File: config.mk
export PLATFORM = sky130hd
export DESIGN_NAME = uart_tx_merge_fifo
export DESIGN_NICKNAME = d
export VERILOG_FILES = /design/src/rtl/uart_io_pkg.sv /design/src/rtl/fifo_2w1r.sv /design/src/rtl/uart_tx_merge_fifo.sv
export SDC_FILE = /design/constraint.sdc
export NUM_CORES = 1
export LEC_CHECK = 0
export CAP_MARGIN = 30
export CORE_MARGIN = 2
export CORE_UTILIZATION = 58
export DETAILED_ROUTE_END_ITERATION = 7
export DONT_BUFFER_PORTS = 1
export PLACE_DENSITY = 0.88
export SLEW_MARGIN = 20
export SYNTH_ARGS = -nofsm -noshare
export SYNTH_HDL_FRONTEND = slang
export SYNTH_SLANG_ARGS = --single-unit
File: constraint.sdc
create_clock -name clk -period 4 [get_ports clk]
set_clock_uncertainty 0.2 [all_clocks]
set_input_delay 0.6 -clock clk [delete_from_list [all_inputs] [get_ports clk]]
set_output_delay 0.6 -clock clk [all_outputs]
set_load 0.005 [all_outputs]
File: src/rtl/uart_io_pkg.sv
// Shared UART IO definitions: status word layout, register offsets and byte type.
package uart_io_pkg;

    localparam int STATUS_BUSY_BIT = 9;
    localparam int STATUS_OVF_BIT  = 10;
    localparam int STATUS_CNT_LSB  = 11;
    localparam int STATUS_CNT_W    = 5;

    localparam logic [31:0] UART_DATA_OFS   = 32'h0000_0000;
    localparam logic [31:0] UART_STATUS_OFS = 32'h0000_0004;

    typedef logic [7:0] byte_t;

    // Occupancy as reported in the status word, clamped to the field's range.
    function automatic logic [STATUS_CNT_W-1:0] sat_cnt(input logic [31:0] c);
        if (c > 32'((1 << STATUS_CNT_W) - 1))
            return '1;
        return c[STATUS_CNT_W-1:0];
    endfunction

endpackage

File: src/rtl/fifo_2w1r.sv
// Dual-write, single-read byte FIFO with first-word fall-through; slot a is
// always enqueued ahead of slot b.
module fifo_2w1r
    import uart_io_pkg::*;
#(
    parameter  int DEPTH = 16,
    localparam int AW    = $clog2(DEPTH)
) (
    input  logic        clk,
    input  logic        reset,
    input  logic        a_wr,
    input  byte_t       a_data,
    input  logic        b_wr,
    input  byte_t       b_data,
    output logic        out_valid,
    output byte_t       out_data,
    input  logic        out_ready,
    output logic [AW:0] count,
    output logic        drop
);

    byte_t       mem [DEPTH];
    logic [AW:0] wp, rp, cnt;
    logic [AW:0] free, n_push, b_idx;
    logic        a_acc, b_acc, pop;

    // Admission sees only the occupancy registered at the start of the cycle.
    always_comb begin
        free   = (AW+1)'(DEPTH) - cnt;
        a_acc  = a_wr && (free != '0);
        b_acc  = b_wr && ((free >= (AW+1)'(2)) || ((free == (AW+1)'(1)) && !a_wr));
        drop   = (a_wr && !a_acc) || (b_wr && !b_acc);
        pop    = out_valid && out_ready;
        n_push = (AW+1)'(a_acc) + (AW+1)'(b_acc);
        b_idx  = wp + (AW+1)'(a_acc);
    end

    // NOTE: storage has no reset; contents are don't-care until written, and
    // keeping reset off the array lets it map to plain flops or RAM.
    always_ff @(posedge clk) begin
        if (a_acc) mem[wp[AW-1:0]]    <= a_data;
        if (b_acc) mem[b_idx[AW-1:0]] <= b_data;
    end

    always_ff @(posedge clk or posedge reset) begin
        if (reset) begin
            wp  <= '0;
            rp  <= '0;
            cnt <= '0;
        end else begin
            wp  <= wp + n_push;
            rp  <= rp + (AW+1)'(pop);
            cnt <= cnt + n_push - (AW+1)'(pop);
        end
    end

    assign out_valid = (cnt != '0);
    assign out_data  = mem[rp[AW-1:0]];
    assign count     = cnt;

endmodule

File: src/rtl/uart_tx_merge_fifo.sv
// Merges both core IO write slots into one UART byte FIFO and exposes the
// busy/overflow/count status word that software polls.
module uart_tx_merge_fifo
    import uart_io_pkg::*;
#(
    parameter  int DEPTH = 16,
    localparam int AW    = $clog2(DEPTH)
) (
    input  logic        clk,
    input  logic        reset,
    input  logic        a_wr,
    input  logic [7:0]  a_data,
    input  logic        b_wr,
    input  logic [7:0]  b_data,
    output logic        out_valid,
    output logic [7:0]  out_data,
    input  logic        out_ready,
    output logic [31:0] status,
    input  logic        ovf_clr,
    output logic [AW:0] count
);

    logic drop;
    logic ovf;
    logic busy;

    fifo_2w1r #(.DEPTH(DEPTH)) u_fifo (
        .clk       (clk),
        .reset     (reset),
        .a_wr      (a_wr),
        .a_data    (a_data),
        .b_wr      (b_wr),
        .b_data    (b_data),
        .out_valid (out_valid),
        .out_data  (out_data),
        .out_ready (out_ready),
        .count     (count),
        .drop      (drop)
    );

    // A new drop outranks a same-cycle clear so no overflow is ever lost.
    always_ff @(posedge clk or posedge reset) begin
        if (reset)
            ovf <= 1'b0;
        else if (drop)
            ovf <= 1'b1;
        else if (ovf_clr)
            ovf <= 1'b0;
    end

    // Busy whenever fewer than two slots remain, so "not busy" admits a dual write.
    assign busy = ((AW+1)'(DEPTH) - count) < (AW+1)'(2);

    // NOTE: every combinational output gets a default first so no latch is inferred.
    always_comb begin
        status                                = '0;
        status[STATUS_BUSY_BIT]               = busy;
        status[STATUS_OVF_BIT]                = ovf;
        status[STATUS_CNT_LSB +: STATUS_CNT_W] = sat_cnt(32'(count));
    end

endmodule
; ---- Word level (Yosys, flattened, before mapping)
; Memories as Yosys holds them, arrays and structs flattened.
; Cells that the tools add are included.
[op_classes]
shifts = 0
n_reduce_logical = 14
mul = 0
n_mux = 6
addsub = 7
eq_ne = 1
div = 0
bitwise = 0
order_cmp = 2
[ops]
columns = op, count
row1 = 5-bit nonzero test, 2
row2 = 1-bit logical AND, 6
row3 = 1-bit two-way mux, 6
row4 = 5-bit by 1-bit adder with 5-bit output, 1
row5 = 5-bit by 2-bit adder with 5-bit output, 1
row6 = 5-bit adder, 1
row7 = 5-bit by 1-bit == test with 1-bit output (second input constant), 1
row8 = 5-bit by 2-bit greater-or-equal comparator with 1-bit output (second input constant), 1
row9 = 5-bit by 2-bit < comparator with 1-bit output (second input constant), 1
row10 = 5-bit by 1-bit subtractor with 5-bit output, 1
row11 = 5-bit subtractor (first input constant), 1
row12 = 4-bit by 1-bit adder with 4-bit output, 1
row13 = 1-bit zero test, 3
row14 = 1-bit by 1-bit adder with 2-bit output, 1
row15 = 1-bit logical OR, 2
row16 = 2-bit nonzero test, 1
[totals]
rom_bits = 0
latch_bits = 0
in_bits = 22
mem_count = 1
regBits = 16
mem_bits_rw = 128
output_inout_bits = 46
[mem_list]
columns = name, words, width, read_ports, rd_clocked_by_memory_dff, write_ports, line_no
row1 = u_fifo.mem, 16, 8, 1, 0, 2, fifo_2w1r.sv:22  ; byte_t mem [DEPTH];

; ---- Longest topological paths before layout
[depth]
depth_word = 9
mapped_depth = 16
depth_no_buf = 16

; ---- Modules after synthesis
; A second synthesis with hierarchy kept.
[hier_totals]
cells_unflattened = 516
area_unflattened_um2 = 8030.2
[modules_own_cells]
columns = module, cells_each, area_per_inst_um2, instances
row1 = fifo_2w1r, 469, 7672.4, 1
row2 = uart_tx_merge_fifo, 47, 357.8, 1

; ---- Worst setup path after synthesis
; OpenSTA, ideal clock, no wires.
[synth_timing]
path_kind = register to register
start = register u_fifo.cnt[0] (netlist: u_fifo.count[0])
end = memory u_fifo.mem[13][0] (netlist name), enable pin
synth_period_minus_slack_ps = 4050
arrival_time_ps = 3474
path_buffers = 2
stages_incl_launch_ff = 17
slack_ps = -50
setup_time_ps = 376
path_cell_list = dfrtp_1 inv_1 ha_1 and2_1 ha_1 and4b_1 nand2_1 o211a_1 ha_1 ha_1 buf_2 a21oi_1 mux2i_1 o32a_2 nand2b_1 buf_2 o22ai_1
[synth_rtl]
columns = element, line_no
row1 = "start, declared", fifo_2w1r.sv:23  ; logic [AW:0] wp, rp, cnt;
row2 = "start signal, assigned", fifo_2w1r.sv:53  ; cnt <= cnt + n_push - (AW+1)'(pop);
row3 = "end, declared", fifo_2w1r.sv:22

==> impl_metrics.toml <==
[worst_hold_path]
hold_end = "ovf"
hold_path.class = "in2reg"
hold_start = "ovf_clr"
hold_depth = 1

[timing]
hold_violations = 0
report.final.slew_viol_count = 0
setup_viol = 0
period_minus_slack_ps = 3894
setup_ws_ps = 105.7
fin_crit_sh_pct = 97.36
tightest_slew_ps = 663.2
max_freq_mhz = 256.8
finalHoldWorstSlack_ps = 74.96
relSlewSlack_pct = 55.79
fin_tns_setup_ps = 0

[pwr]
ir_drop_mv = 0.3551
p_leak_nw = 3.006
power_density_nw_per_um2 = 734.0

[critical_path]
path_class = "reg2reg"
r2r-start = "u_fifo.count[1]"
startpoint_type = "flop"
critical_path.cell_chain = "inv_1, ha_1, and2_1, ha_1, and4b_1, nand2_1, o211a_1, ha_2, ha_4, a21oi_1, mux2i_2, o32a_4, nand2b_1, o22ai_1, buf_4"
reg2reg_slack_ps = 110
max_stage_delay_ps = 390
cp.arrival_ps = 3820
crit_path_top_delay_cell = "dfrtp_1"
reg2reg_depth = 15
cp.required_ps = 3930
cp_common_cell = "ha_1"
worstReg2RegEnd = "u_fifo.mem[13][7]"
worstPathMaxFanout = 8
endpoint_kind = "flop"

[finish]
n_antenna_cell = 0
drive_gt1_share_pct = 40.33
nets = 583
syn2layout_area_growth_pct = 9.589
post-route-util_pct = 65.78

[clocking]
clock_latency_ps = 420
numClockSinks = 142
htreeDepth = 4
cts_root_buf = "clkbuf_16"
cts_max_path_buffers = 2
cts_tree = "yes"
cts_buffers = 17
clk_pin_slew_worst_paths_ps = 60

[global_routing]
grt_use_met2_pct = 42.66
grt_remaining_overflow = 0
top_usage_layer = "met2"
use_met1_pct = 35.69
grt_use_met3_pct = 8.647
grt_max_degree = 35
grt_antenna_before_repair = 0
grt_first_pass_wirelength_um = 29210
grt.total_usage_pct = 27.46
grt_pass1_vias = 5005

[floorplan]
initial_core_util_pct = 60.02
rows = 42
fp.dieArea_um2 = 14770
coreArea_um2 = 13350
io_pins = 68
dieWidth_um = 121.5
die_y_um = 121.5

[synth]
netlist_area_um2 = 8011
synth_area_per_cell_um2 = 15.14
netlist.area_leader.share_pct = 47.98
synth-async-reset-ratio_pct = 9.859
yosys.area.top_type = "edfxtp_1"
ys_ff_latch = 142
ys_seq_area_share_pct = 52.35
synth_ff_type = "edfxtp_1"
synthMostInstantiatedCell = "edfxtp_1"
yosys_warnings = 0
synthTopCellsByArea = "edfxtp_1 (48%), mux2_2 (13%), mux4_2 (11%)"
yosysUniqueCellTypes = 51
synth_edf_count = 128
synth_commonest_cells = "edfxtp_1 (128), mux2_2 (89), mux4_2 (40), buf_4 (35), o2bb2ai_1 (32)"
synthCells = 529

[flow_run]
drv_cap = 0

[routing]
wire_per_inst_um = 26.32
vias_per_cell = 6.712
ant_nets = 0
wl_um = 19180
vias = 4893
drt_iter0_markers = 618
drc = 0
first_pass_iters = 6

[run_status]
run_status = "finished clean"

[placement]
dpl.hpwl_um = 13220
place.port_buffers = 0
gp_congestion = 0.9073
place_worst_setup_slack_ps = -44.05
==> per-stage QoR <==
stage	area, µm²	instances	power, mW
after global placement	8152	694	4.753
after floorplan	8102	553	4.231
after detailed placement	8152	694	4.885
final	8780	729	6.445
after CTS	8725	729	6.325
after global routing	8780	729	6.702
==> what timing repair did <==
item / CTS / global route
pin swaps: 1 / 2
buffers inserted: 2 / 0
setup endpoints to repair: 35 / 230
hold buffers: 1 / 0
resized for setup: 3 / 10
cloned: 0 / 0
hold endpoints to repair: 14 / 0
==> report_power, final <==
group          internal (mW)  switching [mW]
combinational           1.23            1.47
sequential              2.06           0.267
clock                  0.788           0.633
==> routing by layer <==
metal	part of all wire, %	wire length [µm]
met4	2.6	491
met5	0	0
met3	11	2144
met2	49	9358
met1	37	7189
==> worst max-delay path: cells and delay by family (launching register included) <==
kind / cells / cell delay [ps]
adders and majority gates: 4 / 1030
AOI/OAI and AO/OA: 4 / 830
and+or+nand+nor: 4 / 690
DFF: 1 / 390
buffers and inverters: 2 / 330
muxes: 1 / 140
==> state kept, by name (all words and copies together) (netlist names) <==
name,flops
ovf,1
u_fifo.mem,128
u_fifo.rp,4
u_fifo.count,5
u_fifo.wp,4
==> worst max-delay path by stage <==
stage               startpoint                end  slack [ps]  depth (start not counted)
6_report       u_fifo.count[1]  u_fifo.mem[13][7]         110                         15
5_1_grt        u_fifo.count[1]   u_fifo.mem[8][1]         -10                         13
4_1_cts        u_fifo.count[1]   u_fifo.mem[4][0]         -30                         15
3_5_place_dp   u_fifo.count[1]  u_fifo.mem[15][6]         -40                         15
3_3_place_gp   u_fifo.count[1]   u_fifo.mem[8][3]         190                         13
2_1_floorplan  u_fifo.count[0]  u_fifo.mem[13][0]         -50                         16
==> cell usage in the layout, fill, tap and decap left out, types with 2 or more instances in the layout <==
| cell | count |
|---|---|
| fa_1 | 2 |
| o2bb2ai_1 | 32 |
| clkinv_4 | 4 |
| clkinv_2 | 4 |
| nand2_1 | 19 |
| a21oi_1 | 4 |
| o22ai_4 | 2 |
| inv_6 | 2 |
| nand3_1 | 9 |
| and2_1 | 2 |
| conb_1 | 25 |
| nor2_4 | 6 |
| mux2_1 | 7 |
| nand3_4 | 6 |
| dfrtp_1 | 13 |
| clkinv_1 | 2 |
| or2_2 | 2 |
| inv_1 | 14 |
| mux4_2 | 40 |
| clkbuf_16 | 17 |
| and3_1 | 2 |
| nand3b_1 | 2 |
| mux2_2 | 89 |
| nor2b_1 | 2 |
| buf_4 | 32 |
| o22ai_1 | 7 |
| xnor2_1 | 4 |
| nor2_1 | 7 |
| ha_1 | 17 |
| o21ai_0 | 11 |
| nand2_2 | 2 |
| edfxtp_1 | 128 |
| clkinvlp_4 | 2 |
| nand2b_1 | 4 |
| xor2_1 | 4 |
| and3b_1 | 2 |
==> cell type report <==
cell class | count | area (µm²)
fillers | 870 | 4568
flip-flops and latches | 142 | 4195
multi-input cells | 330 | 3513
clock buffers | 18 | 429.2
repair buffers | 34 | 270.3
well taps | 176 | 220.2
clock inverters | 14 | 95.09
inverters | 15 | 56.30
==> logic make-up after synthesis <==
family / after synthesis / synth area share, %
AOI/OAI and AO/OA: 67 / 6.497
xor gates and xnor gates: 8 / 0.8745
adders and majority gates: 21 / 3.467
buffers and inverters: 81 / 5.747
DFF: 142 / 52.35
muxes: 137 / 24.86
other: 1 / 0.04681
and+or+nand+nor: 72 / 6.153
(Power assumes the default switching activity.)
